`config.mk`:
```
export PLATFORM = sky130hd
export DESIGN_NAME = uart_protocol_host
export DESIGN_NICKNAME = d
export VERILOG_FILES = /design/src/rtl/uart_protocol_host.sv
export SDC_FILE = /design/constraint.sdc
export NUM_CORES = 1
export LEC_CHECK = 0
export ABC_AREA = 1
export BUFFER_PORTS_ARGS = -buffer_cell sky130_fd_sc_hd__buf_2
export CAP_MARGIN = 15
export CORE_MARGIN = 2
export CORE_UTILIZATION = 57
export CTS_CLUSTER_SIZE = 14
export DETAILED_ROUTE_END_ITERATION = 8
export GPL_TIMING_DRIVEN = 0
export PLACE_DENSITY = 0.89
export SLEW_MARGIN = 20
export SYNTH_ARGS = -nofsm -noshare
export SYNTH_HDL_FRONTEND = slang
export SYNTH_SLANG_ARGS = --single-unit
```
`constraint.sdc`:
```
create_clock -name i_clk -period 2.3 [get_ports i_clk]
set_clock_uncertainty 0.1 [all_clocks]
set_input_delay 0.46 -clock i_clk [delete_from_list [all_inputs] [get_ports i_clk]]
set_output_delay 0.46 -clock i_clk [all_outputs]
set_load 0.02 [all_outputs]
```
`src/rtl/uart_protocol_host.sv`:
```
// Bus-slave front end that turns local reads/writes into the ASCII UART command stream.
// Optional `UART_HOST_ADDR_CACHE_EN skips the address phase when the target's auto-increment already points there.
module uart_protocol_host #(
    parameter int unsigned TIMEOUT_CYCLES = 100000
) (
    input  logic        i_clk,
    input  logic        i_reset,
    input  logic        i_cs,
    input  logic        i_we,
    input  logic [15:0] i_addr,
    input  logic [7:0]  i_dat,
    output logic [7:0]  o_dat,
    output logic        o_ack,
    output logic        o_err,
    input  logic        i_uart_send_ready,
    output logic        o_uart_send_pulse,
    output logic [7:0]  o_uart_dat,
    input  logic        i_uart_received_pulse,
    input  logic [7:0]  i_uart_dat
);
    localparam int unsigned TW = $clog2(TIMEOUT_CYCLES + 1);

    typedef enum logic [2:0] {
        IDLE, SEND_L, SEND_ADDR, SEND_CMD, SEND_DATA, WAIT_RX, ACK
    } state_e;

    function automatic logic [7:0] hex_enc(input logic [3:0] n);
        hex_enc = (n < 4'd10) ? (8'd48 + {4'h0, n}) : (8'd87 + {4'h0, n});
    endfunction

    // Returns {valid, nibble}; only '0'-'9' and 'a'-'f' are accepted.
    function automatic logic [4:0] hex_dec(input logic [7:0] c);
        if (c >= 8'h30 && c <= 8'h39)      hex_dec = {1'b1, c[3:0]};
        else if (c >= 8'h61 && c <= 8'h66) hex_dec = {1'b1, c[3:0] + 4'd9};
        else                               hex_dec = 5'b0;
    endfunction

    state_e        state_q, state_d;
    logic [15:0]   addr_q, addr_d;
    logic [7:0]    dat_q, dat_d;
    logic          we_q, we_d;
    logic [1:0]    nib_q, nib_d;
    logic [7:0]    rdat_q, rdat_d;
    logic          err_q, err_d;
    logic [TW-1:0] tmo_q, tmo_d;
    logic          tx_pending;
    logic [7:0]    tx_char;
    logic [4:0]    rx_dec;
`ifdef UART_HOST_ADDR_CACHE_EN
    logic [15:0]   shadow_q, shadow_d;
    logic          shadow_vld_q, shadow_vld_d;
`endif

    assign rx_dec = hex_dec(i_uart_dat);

    always_comb begin
        state_d    = state_q;
        addr_d     = addr_q;
        dat_d      = dat_q;
        we_d       = we_q;
        nib_d      = nib_q;
        rdat_d     = rdat_q;
        err_d      = err_q;
        tmo_d      = tmo_q;
        tx_pending = 1'b0;
        tx_char    = 8'h00;
`ifdef UART_HOST_ADDR_CACHE_EN
        shadow_d     = shadow_q;
        shadow_vld_d = shadow_vld_q;
`endif
        case (state_q)
            IDLE: begin
                if (i_cs) begin
                    addr_d  = i_addr;
                    dat_d   = i_dat;
                    we_d    = i_we;
                    nib_d   = 2'd0;
                    err_d   = 1'b0;
                    state_d = SEND_L;
`ifdef UART_HOST_ADDR_CACHE_EN
                    if (shadow_vld_q && i_addr == shadow_q) state_d = SEND_CMD;
`endif
                end
            end
            SEND_L: begin
                tx_pending = 1'b1;
                tx_char    = 8'h4C;
                if (i_uart_send_ready) state_d = SEND_ADDR;
            end
            SEND_ADDR: begin
                tx_pending = 1'b1;
                case (nib_q)
                    2'd0:    tx_char = hex_enc(addr_q[3:0]);
                    2'd1:    tx_char = hex_enc(addr_q[7:4]);
                    2'd2:    tx_char = hex_enc(addr_q[11:8]);
                    default: tx_char = hex_enc(addr_q[15:12]);
                endcase
                if (i_uart_send_ready) begin
                    nib_d = nib_q + 2'd1;
                    if (nib_q == 2'd3) state_d = SEND_CMD;
                end
            end
            SEND_CMD: begin
                tx_pending = 1'b1;
                tx_char    = we_q ? 8'h57 : 8'h52;
                if (i_uart_send_ready) begin
                    nib_d   = 2'd0;
                    tmo_d   = '0;
                    state_d = we_q ? SEND_DATA : WAIT_RX;
                end
            end
            SEND_DATA: begin
                tx_pending = 1'b1;
                tx_char    = hex_enc(nib_q[0] ? dat_q[7:4] : dat_q[3:0]);
                if (i_uart_send_ready) begin
                    nib_d = nib_q + 2'd1;
                    if (nib_q[0]) state_d = ACK;
                end
            end
            WAIT_RX: begin
                // A valid nibble in the same cycle as expiry takes priority over the timeout.
                if (i_uart_received_pulse && rx_dec[4]) begin
                    tmo_d = '0;
                    if (!nib_q[0]) begin
                        rdat_d[7:4] = rx_dec[3:0];
                        nib_d       = 2'd1;
                    end else begin
                        rdat_d[3:0] = rx_dec[3:0];
                        state_d     = ACK;
                    end
                end else if (tmo_q == TW'(TIMEOUT_CYCLES - 1)) begin
                    rdat_d  = 8'hff;
                    err_d   = 1'b1;
                    state_d = ACK;
                end else begin
                    tmo_d = tmo_q + TW'(1);
                end
            end
            ACK: begin
                state_d = IDLE;
`ifdef UART_HOST_ADDR_CACHE_EN
                shadow_d     = addr_q + 16'd1;
                shadow_vld_d = !err_q;
`endif
            end
            default: state_d = IDLE;
        endcase
    end

    always_ff @(posedge i_clk) begin
        if (i_reset) begin
            state_q <= IDLE;
            addr_q  <= '0;
            dat_q   <= '0;
            we_q    <= 1'b0;
            nib_q   <= '0;
            rdat_q  <= '0;
            err_q   <= 1'b0;
            tmo_q   <= '0;
`ifdef UART_HOST_ADDR_CACHE_EN
            shadow_q     <= '0;
            shadow_vld_q <= 1'b0;
`endif
        end else begin
            state_q <= state_d;
            addr_q  <= addr_d;
            dat_q   <= dat_d;
            we_q    <= we_d;
            nib_q   <= nib_d;
            rdat_q  <= rdat_d;
            err_q   <= err_d;
            tmo_q   <= tmo_d;
`ifdef UART_HOST_ADDR_CACHE_EN
            shadow_q     <= shadow_d;
            shadow_vld_q <= shadow_vld_d;
`endif
        end
    end

    assign o_dat             = rdat_q;
    assign o_ack             = (state_q == ACK);
    assign o_err             = (state_q == ACK) && err_q;
    assign o_uart_send_pulse = tx_pending && i_uart_send_ready;
    assign o_uart_dat        = tx_char;
endmodule

```
Word level (Yosys, flattened, before mapping)
Index checks and enable logic that the tools add are counted.
Widths: inputs -> output; s select.
{"block": "op_classes", "n_reduce_logical": 21, "n_lt_le_gt_ge": 9, "n_eq_ne": 25, "n_mux": 41, "addsub": 13}
{"op": "$mux 8", "count": 7}
{"op": "$mux 17", "count": 3}
{"op": "$add 7x4->8 const A", "count": 5}
{"op": "$add 6x4->7 const A", "count": 5}
{"op": "$pmux 17 s2", "count": 1}
{"op": "$pmux 8 s4", "count": 1}
{"op": "$mux 3", "count": 10}
{"op": "$ne 2x2->1 const B", "count": 12}
{"op": "$pmux 8 s3", "count": 1}
{"op": "$lt 4x4->1 const B", "count": 5}
{"op": "$pmux 3 s6", "count": 1}
{"op": "$add 17x1->17 const B", "count": 1}
{"op": "$eq 17x17->1 const B", "count": 1}
{"op": "$mux 4", "count": 3}
{"op": "$mux 2", "count": 5}
{"op": "$mux 5", "count": 2}
{"op": "$eq 3x3->1 const B", "count": 3}
{"op": "$reduce_and 3->1", "count": 3}
{"op": "$ge 8x6->1 const B", "count": 1}
{"op": "$ge 8x7->1 const B", "count": 1}
{"op": "$le 8x6->1 const B", "count": 1}
{"op": "$le 8x7->1 const B", "count": 1}
{"op": "$pmux 2 s4", "count": 1}
{"op": "$reduce_and 7->1", "count": 1}
{"op": "21 further kinds", "count": 34}
{"block": "totals", "elab_cells": 119, "output_inout_bits": 19, "regBits": 56}

Depth between registers and ports, before layout
{"block": "depth", "depth_word": 7, "ltp_mapped": 14}

Worst setup path before layout
Ideal clock, no wire load.
{"block": "synth_timing", "path_kind": "register to output", "startpoint": "register nib_q[0]", "endpoint": "output o_uart_dat[1]", "t_arrival_ps": 1838, "stages_incl_launch_ff": 9, "slack_ps": -98, "n_path_buf": 1, "t_required_ps": 1740, "path_cell_list": "dfxtp_1 > buf_2 > inv_1 > ha_1 > inv_1 > or2_2 > o21ai_0 > o21ai_0 > o21ai_0"}
{"block": "synth_between", "elab_chain_len": 4, "word_cells_on_any_way": 10}
{"element": "start: declaration", "line": "42", "rtl": "logic [1:0] nib_q, nib_d;"}
{"element": "start signal: assignment", "line": "169", "rtl": "nib_q <= nib_d;"}
{"element": "$mux 4", "line": "114", "rtl": "tx_char = hex_enc(nib_q[0] ? dat_q[7:4] : dat_q[3:0]);"}
{"element": "$add 7x4->8, or another cell as far along", "line": "28", "rtl": "hex_enc = (n < 4'd10) ? (8'd48 + {4'h0, n}) : (8'd87 + {4'h0, n});"}
{"element": "$mux 8", "line": "28"}
{"element": "$pmux 8 s4 *", "line": "71", "rtl": "case (state_q)"}
{"element": "end: declaration", "line": "17", "rtl": "output logic [7:0] o_uart_dat,"}
Mark *: on every way between the ends. The rest lies on a longest branch, timed or not.

Worst setup path in the final report
{"block": "layout_timing", "startpoint": "register addr_q[9]", "endpoint": "output o_uart_dat[2]"}
{"block": "layout_between", "elab_chain_len": 4, "word_cells_on_any_way": 6}
{"element": "start: declaration", "line": "39", "rtl": "logic [15:0] addr_q, addr_d;"}
{"element": "start signal: assignment", "line": "166", "rtl": "addr_q <= addr_d;"}
{"element": "$add 7x4->8, or another cell as far along", "line": "28"}
{"element": "$mux 8 *", "line": "28"}
{"element": "$pmux 8 s3 *", "line": "92", "rtl": "case (nib_q)"}
{"element": "$pmux 8 s4 *", "line": "71"}
Marked as above.

==> run summary <==
Outcome: finished with violations
Failing checks: setup timing
IO Port Bufs: 55
Post-synth top area cell: dfxtp_1
Pin count of the biggest net entering global routing: 18
DR iter-0 viols: 453
Period utilisation layout: 110%
Top post-synthesis cells by area: dfxtp_1 (31%), nand2_1 (12%), a21oi_1 (8.5%)
Final hold vios: 0
Max_cap viols: 0
Power density over the cells: 982 nW/um^2
Pre-antenna DRT Iters: 8
Synth top area share: 31.1%
Post-DR vias/cell: 5.96
Post-synthesis sequential area ratio: 31.1%
Row count: 28
Dpl hpwl: 7370 um
Clk_lat worst skew: 0.32 ns
Num CTS Buffers: 5
Clk buf depth: 2
Place WS: -0.143 ns
Post-detailed-route count of antenna-violating nets: 0
Slew at the pin closest to its max-slew limit: 0.592 ns
Final Util: 74.0%
Fin cells: 713
Area growth from synthesis to layout: 23.6%
Initial Util: 59.9%
Root buffer cell: clkbuf_8
Worst vdd rail ir drop: 764 uV
CTS tree: yes
Relative slew margins: 60.5%
Post-Syn Area per Cell: 6.39 sq um
Arr. time, crit path: 1.97 ns
FF+latch count, synth: 56
Layout cells sized above 1: 23.8%
Chip width: 83.6 um
Hold Crit Class: input port to flip-flop
Setup-failing EPs final: 7
Critical Path RT: 1.74 ns
Placed Cells: 695
Post-synth net total: 617
CP startpoint kind: flip-flop
Final WS setup: -0.228 ns
Worst hold slack: 0.302 ns
Post-Synthesis Cell Area: 3610 sq um
Vias in the first global route: 3910
Final slew viol count: 0
Crit end category: output pin
Routability congestion estimate: 0.953
RSZ-0062 raised after global routing: true
Worst Path Max Fanout: 3
Total Routing Usage GR: 29.8%
IO Count: 57
H-tree Lvls: 2
Core Area: 6030 sq um
CTS sink count: 56
First-pass GRT wire length: 17400 um
Filler instances: 474
FMAX: 0.396 GHz
Die H: 83.6 um
Final nets: 689
GR Overflow Total: 0
DRC errors left: 0
Detailed-route via count: 4252
Yosys warning total: 0
Drt total wl: 11100 um
Initial antenna violation count: 0
# diodes: 0
Leakage: 1.91 nW
Die area: 6990 sq um
Post-layout power: 4.38 mW
Crit Path Class: flip-flop to output pin
Routed len/inst: 15.5 um
Number of library cell types mapped by synthesis: 35
Crit path time final: 2.53 ns
CTS clk-pin slew, worst paths: 0.11 ns
Cells after synthesis: 565
[synth_stat cells, drive strengths merged]
master,instances
nand2,116
inv,76
a21oi,67
nor2,63
o21ai,59
dfxtp,56
nand3,47
nand4,17
ha,14
buf,9
nor3,9
clkbuf,8
or2,3
xor2,3
a22oi,2
a31oi,2
nand3b,2
nor4,2
o31ai,2
a211oi,1
a31o,1
and2,1
conb,1
o211ai,1
o221ai,1
o22ai,1
o2bb2ai,1
[placed cells by master (no fill, tap or decap), types with 2 or more instances in the layout]
master / instances
nand2_2: 6
inv_1: 62
buf_4: 11
nor2_1: 59
buf_2: 54
nor2_4: 3
o21ai_1: 13
nand3_2: 2
dfxtp_1: 50
inv_4: 2
or2_2: 2
ha_1: 9
a21oi_2: 8
xor2_1: 3
nand3b_1: 2
clkbuf_1: 8
nand2_4: 4
o31ai_2: 2
dfxtp_4: 2
o21ai_0: 38
nor3_1: 7
nand4_1: 17
a31oi_1: 2
nand2_1: 106
o21ai_4: 3
o21ai_2: 5
a21oi_1: 58
clkbuf_8: 6
a22oi_2: 2
nand3_1: 44
dfxtp_2: 4
buf_6: 7
ha_4: 4
inv_2: 11
[layout make-up]
cell class / instances / area (sq um) / share of cell area [%]
sequential: 56 / 1130 / 25.4
multi-input combinational: 416 / 2330 / 52.2
clock inverter: 2 / 13.8 / 0.309
timing repair buffer: 65 / 399 / 8.95
buffer: 17 / 110 / 2.47
inverter: 76 / 298 / 6.68
tap: 75 / 93.8 / 2.10
clock buffer: 6 / 82.6 / 1.85
[state kept, by name, indices dropped and copies added, names as in the netlist]
register,count
addr_q,16
dat_q,8
err_q,1
nib_q,2
o_dat,8
state_q,3
tmo_q,17
we_q,1
[power breakdown]
| group | total, mW | switching (mW) | internal (mW) |
|---|---|---|---|
| combinational | 2.45 | 1.51 | 0.941 |
| clock | 0.603 | 0.356 | 0.248 |
| sequential | 1.33 | 0.175 | 1.15 |
[timing repair]
| item | CTS | global route |
|---|---|---|
| resized for setup | 64 | 36 |
| hold buffers | 0 | 0 |
| gates cloned | 1 | 0 |
| buffers inserted | 7 | 2 |
| endpoints found under the setup margin | 8 | 8 |
| pin swaps | 17 | 10 |
[per-layer routing]
| layer | GRT usage (%) | wire length, um | up-vias | share of wire [%] |
|---|---|---|---|---|
| li1 | - | - | 2029 | - |
| met1 | 36.6 | 4370 | 1895 | 40 |
| met2 | 52.3 | 5230 | 274 | 47 |
| met3 | 5.24 | 973 | 54 | 8.8 |
| met4 | 10.3 | 481 | 0 | 4.4 |
| met5 | 0 | 0 | - | 0 |
[worst max-delay path, cell delays in order, from the launching register on]
cell and delay, ns:
dfxtp_1 0.39, inv_1 0.11, ha_1 0.21, inv_1 0.07, o21ai_0 0.15, a22oi_2 0.28
nand2_1 0.11, o211ai_1 0.10, nand2_1 0.09, buf_6 0.14
[path summary, 6_finish.rpt]
check / start / to / slack (ns) / depth (start not counted)
min reg2reg: err_q / err_q / 0.37 / 2
max reg2reg: tmo_q[0] / tmo_q[4] / 0.24 / 12
min: i_dat[1] / dat_q[1] / 0.30 / 3
max: addr_q[9] / o_uart_dat[2] / -0.23 / 9
[metrics by stage]
stage                     instance area, sq um  TNS [ns]
after CTS                                 4320    -0.603
after global routing                      4460     -1.28
after detailed placement                  3980    -0.388
after global placement                    3980    -0.223
after floorplan                           3610         0
final                                     4460    -0.838
[logic make-up after synthesis]
kind of cell | Yosys count | share of synthesized area [%]
AO/OA/AOI/OAI | 138 | 20.6
flip-flops | 56 | 31.1
XOR/XNOR | 3 | 0.728
AND/OR/NAND/NOR | 260 | 32.1
other | 1 | 0.104
adder cells (fa/ha/maj) | 14 | 4.85
buffers and inverters | 93 | 10.5
Note: power is estimated with default switching activity, not from simulation.
